**config.mk**
```make
export PLATFORM = sky130hd
export DESIGN_NAME = serial_adder
export DESIGN_NICKNAME = d
export VERILOG_FILES = /design/src/rtl/serial_adder.sv
export SDC_FILE = /design/constraint.sdc
export NUM_CORES = 1
export LEC_CHECK = 0
export ABC_AREA = 1
export BUFFER_PORTS_ARGS = -buffer_cell sky130_fd_sc_hd__buf_4
export CAP_MARGIN = 15
export CORE_ASPECT_RATIO = 0.9
export CORE_UTILIZATION = 49
export CTS_CLUSTER_DIAMETER = 100
export CTS_CLUSTER_SIZE = 12
export DETAILED_ROUTE_END_ITERATION = 8
export MAX_ROUTING_LAYER = met4
export PLACE_DENSITY = 0.84
export SYNTH_ARGS = -nofsm -noshare
export SYNTH_HDL_FRONTEND = slang
export SYNTH_SLANG_ARGS = --single-unit
```
**constraint.sdc**
```tcl
create_clock -name clk -period 1.5 [get_ports clk]
set_clock_uncertainty 0.2 [all_clocks]
set_input_delay 0 -clock clk [delete_from_list [all_inputs] [get_ports clk]]
set_output_delay 0 -clock clk [all_outputs]
set_load 0.05 [all_outputs]
```
**src/rtl/serial_adder.sv**
```systemverilog
// Multi-cycle add/subtract engine: consumes BPC operand bits per clock through a
// registered carry and reports sum, raw carry-out and signed overflow on a done pulse.
module serial_adder #(
    parameter int WIDTH = 8,
    parameter int BPC   = 1
) (
    input  logic             clk,
    input  logic             rst_n,
    input  logic             start,
    input  logic             sub,
    input  logic [WIDTH-1:0] a,
    input  logic [WIDTH-1:0] b,
    input  logic             cin,
    output logic             busy,
    output logic             done,
    output logic [WIDTH-1:0] sum,
    output logic             cout,
    output logic             ovf
);
    localparam int N  = WIDTH / BPC;
    localparam int CW = (N > 1) ? $clog2(N) : 1;

    generate
        if (WIDTH < 2 || BPC < 1 || (WIDTH % BPC) != 0) begin : g_bad_params
            $error("serial_adder: BPC must be >= 1 and divide WIDTH (>= 2) exactly");
        end
    endgenerate

    typedef enum logic {IDLE, RUN} state_t;

    state_t                 state;
    logic [WIDTH-1:0]       opa;
    logic [WIDTH-1:0]       opb;
    logic [WIDTH-1:0]       res;
    logic                   carry;
    logic [CW-1:0]          step;

    logic [BPC:0]           slice;
    logic [WIDTH+BPC-1:0]   res_cat;
    logic [WIDTH-1:0]       res_next;
    logic                   msb_cin;
    logic                   last;

    // Overflow: carry into the sign bit disagrees with carry out of it.
    function automatic logic ovf_of(input logic c_into_msb, input logic c_out_msb);
        return c_into_msb ^ c_out_msb;
    endfunction

    always_comb begin
        slice    = {1'b0, opa[BPC-1:0]} + {1'b0, opb[BPC-1:0]} + {{BPC{1'b0}}, carry};
        res_cat  = {slice[BPC-1:0], res} >> BPC;
        res_next = res_cat[WIDTH-1:0];
        msb_cin  = opa[BPC-1] ^ opb[BPC-1] ^ slice[BPC-1];
        last     = (step == CW'(N - 1));
    end

    always_ff @(posedge clk or negedge rst_n) begin
        if (!rst_n) begin
            state <= IDLE;
            busy  <= 1'b0;
            done  <= 1'b0;
            sum   <= '0;
            cout  <= 1'b0;
            ovf   <= 1'b0;
            opa   <= '0;
            opb   <= '0;
            res   <= '0;
            carry <= 1'b0;
            step  <= '0;
        end else begin
            done <= 1'b0;
            case (state)
                IDLE: begin
                    if (start) begin
                        // Subtraction is a + ~b + ~borrow through the same adder.
                        opa   <= a;
                        opb   <= sub ? ~b : b;
                        carry <= sub ? ~cin : cin;
                        res   <= '0;
                        step  <= '0;
                        busy  <= 1'b1;
                        state <= RUN;
                    end
                end
                RUN: begin
                    opa   <= opa >> BPC;
                    opb   <= opb >> BPC;
                    res   <= res_next;
                    carry <= slice[BPC];
                    step  <= step + 1'b1;
                    if (last) begin
                        sum   <= res_next;
                        cout  <= slice[BPC];
                        ovf   <= ovf_of(msb_cin, slice[BPC]);
                        done  <= 1'b1;
                        busy  <= 1'b0;
                        state <= IDLE;
                    end
                end
                default: state <= IDLE;
            endcase
        end
    end
endmodule

```
==> run metrics, run 1 <==
Placed Cells=258; Yosys top cell by area=dfrtp_1; multi-input logic area=699 um^2; vias in the first global route=1526; layout cells sized above 1=31.6%; Pleak=1.27 nW; Pwr Total=5.26 mW; Critical R2R Capture=ovf; Vias=1517; Seq/Total Area, Yosys=57.4%; Yosys cell types=22; clk buf depth=2; worst reg2reg setup slack=-200 ps; Worst Tran Pin Value=492 ps; CTS tree=done; setup ws final=-196 ps; ant diodes=0; mean routed wirelength per cell=14.2 um; routability congestion estimate=0.738; Top cell by count, worst path=nand2_1; CP cell instances=fa_2 -> inv_2 -> nand2_1 -> nand2_1 -> nand2_1 -> nand2_1 -> nand2_1 -> nand2_1; WHS=10.8 ps; Switching Share=40.1%; crit path max fanout=3; CTS HTree Levels=2; residual overflow from global routing=0; worst path required time=1480 ps; WL final=4220 um; Final Max Slew Viols=0; Syn Inst Count=175; Setup TNS=-397 ps; Die Span Y=58.6 um; Setup-failing EPs final=3; Reg area=1000 um^2; period utilisation layout=113%; DRC Markers=0; area grow syn2layout=50.6%; Relative slew margins=67.2%; Final min period=1700 ps; worst vdd ir=0.00103 V; filler cell count=229; power share of the clock group=16.8%; initial antenna violation count=0; Core ar.=3380 um^2; number of core rows=20; most frequent cells in the layout=47 x nand2_1, 47 x buf_4, 39 x dfrtp_1; Seq pwr share=34.4%; failing checks=negative setup slack; RSZ-0062 raised after global routing=true; crit path capture type=flip-flop; pin count of the biggest net entering global routing=41; Warnings, synthesis=0; ANT nets after route=0; I/O pin count=33; r2r worst-path depth=8; final core occ=77.7%; CTS Sinks=40; die footprint=3800 um^2; Area contributors post-synth=dfrtp_1 57%, nand2_1 11%, xnor2_1 4.5%; critical path class=flip-flop to flip-flop; Die W=64.9 um; starting density of the core=51.6%; DR vias/cell=5.11; DRT Pass-1 Iters=4; Buffers on Ports=32; Seq cells post-synth=40; area share of the largest cell type after synthesis=57.4%; Final Hold Viols=0; Tightest Hold Check Type=primary input to async pin; global router's overall resource usage=25.3%; mapped cell area=1740 um^2; DRT iter0 DRCs=53; Final #Nets=277; outcome=finished, violations left; syn avg cell area=9.96 um^2; Critical-path top delay cell=fa_2; Combinational Power Share=48.8%; Int Pwr=3.16 mW; fin cells=297; Worst-path clk slew=80 ps; Worst path max stage delay=610 ps; Psw=2.11 mW; critical path arrival=1680 ps; HPWL Detailed=2240 um; worst-skew pair later-pin latency=290 ps; worst reg2reg path startpoint=opb[0]; syn_nets=200; Critical Path Source Type=flip-flop; pwr dens=2010 nW/um^2; Achievable Freq=590 MHz; MaxCap Viol Count=0; clk root buf=clkbuf_8; first-pass GRT wire length=6870 um; CTS Buf Count=5
## stage by stage
stage                     cell area, um^2  setup slack [ps]
final                                2630              -196
after detailed placement             2130              -167
after floorplan                      1740             -96.5
after global placement               2130              -102
after global routing                 2630              -295
after CTS                            2600              -182
## critical path, delay by kind of cell (launching register included)
kind	cells	cell delay, ps
buffers and inverters	1	50
adders and majority gates	1	610
and+or+nand+nor	6	330
DFF	1	410
## cell families (layout without fill, tap and decap cells)
family	after synthesis	count (layout)	synth area share, %
compound gates	39	39	14.4
flops	40	40	57.4
fa+ha+maj	4	4	3.30
simple gates	61	61	14.1
xor+xnor	9	9	4.52
buf+inv	22	100	6.25
## synthesized netlist by cell type, drive strengths merged
library cell / instances
ha: 3
o21ai: 19
o211ai: 1
o22ai: 7
fa: 1
inv: 15
nand3: 5
dfrtp: 40
xnor2: 9
nand2: 53
buf: 6
a22oi: 9
a21oi: 1
nor2: 3
clkbuf: 1
a22o: 2
## routing by layer
metal / up-vias / track usage, % / wire length (um)
met5: - / - / 0
met4: 0 / 4.76 / 19
met3: 4 / 6.98 / 196
met2: 54 / 43.9 / 2310
met1: 734 / 29.8 / 1700
li1: 725 / - / -
## registers in the layout, summed over array words and instances, names as in the netlist
| signal | cells |
|---|---|
| opa | 8 |
| opb | 8 |
| sum | 8 |
| res | 7 |
| step | 3 |
| busy | 1 |
| carry | 1 |
| cout | 1 |
| done | 1 |
| ovf | 1 |
| state | 1 |
## power by group through the flow
stage          logic, mW  registers [mW]  clock network (mW)
6_report            2.57            1.81               0.883
4_1_cts             2.41            1.78               0.886
2_1_floorplan       1.07            2.13                   0
3_3_place_gp        2.09            1.75                   0
5_1_grt             2.82            1.85               0.943
3_5_place_dp        2.18            1.78                   0
## layout make-up
cell class                 instances  share of cell area (%)
clock buffer                       5                    2.62
clock inverter                     3                    1.62
inverter                          15                    2.14
multi-input combinational        113                    26.6
sequential                        40                    38.2
tap                               44                    2.10
timing repair buffer              77                    26.7
## how the worst max path moves through the flow
| stage | startpoint | to | slack, ps | cells after the start |
|---|---|---|---|---|
| 2_1_floorplan | carry | ovf | -100 | 8 |
| 3_3_place_gp | carry | ovf | -100 | 8 |
| 3_5_place_dp | carry | ovf | -170 | 8 |
| 4_1_cts | carry | ovf | -180 | 8 |
| 5_1_grt | opb[0] | ovf | -290 | 8 |
| 6_report | opb[0] | ovf | -200 | 8 |
## timing repair
action                     4_1_cts  5_1_grt
resized for setup                8       18
setup buffers                    2        2
pin swaps                        1        2
hold endpoints to repair        60        3
hold buffers                    28        1
cloned                           1        0
setup endpoints to repair       10       24
Note: power is estimated with default switching activity, not from simulation.
==> inputs of run 2 (changes only) <==
- SKIP_CTS_REPAIR_TIMING: unset -> 1
==> run 2 against run 1 <==
Compared with the run above:
- the flow still finishes with violations (negative setup slack)
- design area is 0.81% higher
- wire length decreased by 0.43%
- combinational power grew 2%
- clock power is essentially flat
- critical path depth is the same
- sequential share of layout area shrank 0.31 points
- non-clock buffer count is 1 higher
- hold slack gained 0.63 ps
- worst setup slack gained 3.4 ps
- core utilization is 0.63 points higher
- fmax rose by 0.20%
- clock-buffer cell count did not move
- largest cell class unchanged
- highest routed layer unchanged
==> run metrics, run 2 (synthesized netlist as in run 1, its figures left out) <==
initial antenna violation count=0 (unchanged); power share of the clock group=16.6% (was 16.8%); DRT iter0 DRCs=74 (was 53); Critical Path Source Type=flip-flop (unchanged); die footprint=3800 um^2 (unchanged); most frequent cells in the layout=46 x nand2_1, 45 x buf_4, 39 x dfrtp_1 (was 47 x nand2_1, 47 x buf_4, 39 x dfrtp_1); Die Span Y=58.6 um (unchanged); Core ar.=3380 um^2 (unchanged); RSZ-0062 raised after global routing=true (unchanged); Vias=1500 (was 1517); Relative slew margins=66.8% (was 67.2%); Tightest Hold Check Type=primary input to async pin (unchanged); fin cells=298 (was 297); outcome=finished, violations left (unchanged); DRC Markers=0 (unchanged); ant diodes=0 (unchanged); Pleak=1.28 nW (was 1.27 nW); first-pass GRT wire length=5460 um (was 6870 um); r2r worst-path depth=8 (unchanged); global router's overall resource usage=19.7% (was 25.3%); CTS tree=done (unchanged); pin count of the biggest net entering global routing=41 (unchanged); Final #Nets=278 (was 277); area grow syn2layout=51.8% (was 50.6%); filler cell count=228 (was 229); worst vdd ir=0.000985 V (was 0.00103 V); Reg area=1000 um^2 (unchanged); MaxCap Viol Count=0 (unchanged); Buffers on Ports=32 (unchanged); Final min period=1690 ps (was 1700 ps); Final Hold Viols=0 (unchanged); Final Max Slew Viols=0 (unchanged); Seq pwr share=33.9% (was 34.4%); pwr dens=2010 nW/um^2 (about the same); I/O pin count=33 (unchanged); vias in the first global route=1297 (was 1526); HPWL Detailed=2240 um (unchanged); Switching Share=40.0% (was 40.1%); Top cell by count, worst path=nand2_1 (unchanged); clk buf depth=2 (unchanged); Int Pwr=3.19 mW (was 3.16 mW); period utilisation layout=113% (about the same); starting density of the core=51.6% (unchanged); most common cell after layout, fill and taps aside=nand2_1; WL final=4200 um (was 4220 um); CTS Buf Count=5 (unchanged); Combinational Power Share=49.5% (was 48.8%); Worst-path clk slew=80 ps (about the same); multi-input logic area=697 um^2 (was 699 um^2); CTS HTree Levels=2 (unchanged); layout cells sized above 1=32.3% (was 31.6%); Pwr Total=5.31 mW (was 5.26 mW); worst-skew pair later-pin latency=290 ps (about the same); failing checks=negative setup slack (unchanged); clk root buf=clkbuf_8 (unchanged); Placed Cells=258 (unchanged); worst path required time=1480 ps (about the same); number of core rows=20 (unchanged); Psw=2.12 mW (was 2.11 mW); DR vias/cell=5.03 (was 5.11); residual overflow from global routing=0 (unchanged); mean routed wirelength per cell=14.1 um (was 14.2 um); Die W=64.9 um (unchanged); crit path max fanout=3 (unchanged); critical path class=flip-flop to flip-flop (unchanged); Critical-path top delay cell=fa_2 (unchanged); Setup-failing EPs final=7 (was 3); routability congestion estimate=0.738 (unchanged); critical path arrival=1670 ps (was 1680 ps); CTS Sinks=40 (unchanged); Top Registers=opa x8, opb x8, sum x8 (unchanged); Worst path max stage delay=590 ps (was 610 ps); setup ws final=-193 ps (was -196 ps); DRT Pass-1 Iters=4 (unchanged); Achievable Freq=591 MHz (was 590 MHz); CP cell instances=fa_2 -> inv_2 -> nand2_1 -> nand2_1 -> nand2_1 -> nand2_1 -> nand2_1 -> nand2_1 (unchanged); Worst Tran Pin Value=498 ps (was 492 ps); crit path capture type=flip-flop (unchanged); ANT nets after route=0 (unchanged); Setup TNS=-427 ps (was -397 ps)
-- run 2: power groups by stage --
stage	logic (mW)	clock network (mW)	registers [mW]
floorplan	1.07	0	2.13
detailed placement	2.18	0	1.78
global route	2.86	0.944	1.84
CTS	2.18	0.886	1.76
finish	2.63	0.884	1.80
global placement	2.09	0	1.75
-- run 2: metrics by stage --
stage                     cell area [um^2]  hold WS, ps  utilization [%]  worst slack [ps]
after detailed placement              2130         -199             63.0              -167
final                                 2650         11.4             78.3              -193
after global routing                  2650         61.3             78.3              -280
after global placement                2130         -203             63.0              -102
after floorplan                       1740         -496                -             -96.5
after CTS                             2240         -524             66.3              -186
-- run 2: routing by layer --
metal	up-vias	wire [um]	track usage (%)
met5	-	0	-
met3	10	157	4.84
met1	717	1720	23.4
met4	0	89	8.25
met2	44	2240	32.1
li1	729	-	-
-- run 2: final cells by class --
type | instances | share of cell area, %
repair buffers | 78 | 27.4
flip-flops and latches | 40 | 37.9
multi-input cells | 113 | 26.3
inverters | 15 | 2.13
clock buffers | 5 | 2.60
clock inverters | 3 | 1.61
well taps | 44 | 2.08
-- run 2: critical path: cells and delay by family (launching register included) --
family	cells	cell delay, ps
and+or+nand+nor	6	340
adders and majority gates	1	590
buffers and inverters	1	50
DFF	1	410
-- run 2: worst paths after layout --
path | slack, ps | start | endpoint
max | -190 | opb[0] | ovf
min | 10 | rst_n | sum[0]
max reg2reg | -190 | opb[0] | ovf
min reg2reg | 300 | sum[7] | sum[7]
max in group asynchronous | 720 | rst_n | state
min in group clk | 250 | a[7] | opa[7]
==> inputs of run 3 (changes only) <==
--- a/config.mk
+++ b/config.mk
@@ -20,2 +20,3 @@
 export SYNTH_HDL_FRONTEND = slang
 export SYNTH_SLANG_ARGS = --single-unit
+export TNS_END_PERCENT = 5
==> constraint.sdc (replaced) <==
create_clock -name clk -period 1.5 [get_ports clk]
set_clock_uncertainty 0.2 [all_clocks]
set_input_delay 0 -clock clk [delete_from_list [all_inputs] [get_ports clk]]
set_output_delay 0 -clock clk [all_outputs]
set_load 0.02 [all_outputs]
==> run 3 against run 2 <==
Compared with the run above:
- worst setup slack lost 17 ps
- clock-buffer cell count unchanged
- via count is 0.13% lower
- the run still ends with negative setup slack left
==> run metrics, run 3 (synthesized netlist as in run 1, its figures left out) <==
outcome=finished, violations left (unchanged); failing checks=negative setup slack (unchanged); DRC Markers=0 (unchanged); worst vdd ir=0.000891 V (was 0.000985 V); clk root buf=clkbuf_8 (unchanged); CTS HTree Levels=2 (unchanged); most common cell after layout, fill and taps aside=nand2_1 (unchanged); crit path capture type=flip-flop (unchanged); Final #Nets=274 (was 278); Tightest Hold Check Type=primary input to async pin (unchanged); Final Max Slew Viols=0 (unchanged); Die W=64.9 um (unchanged); Setup-failing EPs final=10 (was 7); pin count of the biggest net entering global routing=41 (unchanged); worst path required time=1490 ps (was 1480 ps); Pwr Total=4.76 mW (was 5.31 mW); layout cells sized above 1=27.6% (was 32.3%); die footprint=3800 um^2 (unchanged); HPWL Detailed=2240 um (unchanged); Switching Share=36.6% (was 40.0%); Critical Path Source Type=flip-flop (unchanged); Final min period=1710 ps (was 1690 ps); power share of the clock group=18.6% (was 16.6%); ANT nets after route=0 (unchanged); routability congestion estimate=0.738 (unchanged); Int Pwr=3.02 mW (was 3.19 mW); mean routed wirelength per cell=14.0 um (was 14.1 um); worst reg2reg path startpoint=opb[0] (unchanged); worst-skew pair later-pin latency=300 ps (was 290 ps); filler cell count=239 (was 228); setup ws final=-210 ps (was -193 ps); RSZ-0062 raised after global routing=true (unchanged); WL final=4120 um (was 4200 um); Worst-path clk slew=80 ps (about the same); DRT Pass-1 Iters=4 (unchanged); CTS Buf Count=5 (unchanged); final core occ=75.0% (was 78.3%); Setup crit start=opb[0] (unchanged); critical path arrival=1700 ps (was 1670 ps); multi-input logic area=647 um^2 (was 697 um^2); residual overflow from global routing=0 (unchanged); starting density of the core=51.6% (unchanged); Combinational Power Share=44.0% (was 49.5%); pwr dens=1880 nW/um^2 (was 2010 nW/um^2); Core ar.=3380 um^2 (unchanged); Buffers on Ports=32 (unchanged); Pleak=1.23 nW (was 1.28 nW); Relative slew margins=66.3% (was 66.8%); Top Registers=opa x8, opb x8, sum x8 (unchanged); area grow syn2layout=45.3% (was 51.8%); DRT iter0 DRCs=88 (was 74); vias in the first global route=1297 (unchanged); first-pass GRT wire length=5460 um (unchanged); CTS tree=done (unchanged); CTS Sinks=40 (unchanged); Worst Tran Pin Value=505 ps (was 498 ps); clk buf depth=2 (unchanged); Seq pwr share=37.4% (was 33.9%); MaxCap Viol Count=0 (unchanged); number of core rows=20 (unchanged); crit path max fanout=3 (unchanged); Achievable Freq=585 MHz (was 591 MHz); DR vias/cell=5.10 (was 5.03); Reg area=1000 um^2 (unchanged); I/O pin count=33 (unchanged); Psw=1.74 mW (was 2.12 mW); Vias=1498 (was 1500); Die Span Y=58.6 um (unchanged); ant diodes=0 (unchanged); global router's overall resource usage=19.7% (unchanged); critical path class=flip-flop to flip-flop (unchanged); Final Hold Viols=0 (unchanged); initial antenna violation count=0 (unchanged); most frequent cells in the layout=51 x nand2_1, 44 x buf_4, 39 x dfrtp_1 (was 46 x nand2_1, 45 x buf_4, 39 x dfrtp_1); period utilisation layout=114% (was 113%)
## run 3: cell count changes in the layout (fill, tap and decap cells not counted), moves of 2 or more
cell,previous run,this run
nand2_4,2,0
nand2_1,46,51
o21ai_0,3,10
o21ai_1,12,9
nand2_2,5,2
o21ai_2,4,0
## run 3: worst paths after layout
check	endpoint	slack, ps	depth (start not counted)
min in group clk	opa[7]	240	4
min reg2reg	sum[4]	290	2
min	sum[0]	5	2
max reg2reg	sum[7]	-210	4
max	sum[7]	-210	4
max in group asynchronous	state	730	2
## run 3: power by group through the flow
stage | Combinational, mW | Clock, mW | Sequential [mW]
finish | 2.09 | 0.887 | 1.78
CTS | 1.90 | 0.886 | 1.76
detailed placement | 1.90 | 0 | 1.78
global placement | 1.81 | 0 | 1.75
floorplan | 1.07 | 0 | 1.86
global route | 2.33 | 0.937 | 1.82
## run 3: critical path, cell delays in order, from the launching register on
cell,delay (ps)
dfrtp_1,410
fa_2,590
inv_2,50
buf_4,130
o21ai_0,220
## run 3: layer usage
layer | GRT usage (%) | part of all wire (%) | routed length (um)
met5 | - | 0 | 0
met4 | 8.25 | 2.6 | 107
met3 | 4.84 | 3.9 | 161
met2 | 32.1 | 51 | 2120
met1 | 23.4 | 42 | 1730
## run 3: final cells by class
cell class              instances  area share (%)
repair buffers                 74            26.1
flip-flops and latches         40            39.6
multi-input cells             113            25.5
inverters                      15            2.22
clock buffers                   5            2.72
clock inverters                 3            1.68
well taps                      44            2.17
## run 3: through the flow
| stage | TNS [ps] | hold slack (ps) | worst slack (ps) | instance area [um^2] | instances |
|---|---|---|---|---|---|
| 2_1_floorplan | -95.2 | -496 | -95.2 | 1740 | 175 |
| 5_1_grt | -1440 | 66.1 | -290 | 2530 | 294 |
| 4_1_cts | -781 | -524 | -186 | 2240 | 266 |
| 6_report | -580 | 4.97 | -210 | 2530 | 294 |
| 3_5_place_dp | -518 | -199 | -167 | 2130 | 258 |
| 3_3_place_gp | -259 | -203 | -102 | 2130 | 258 |
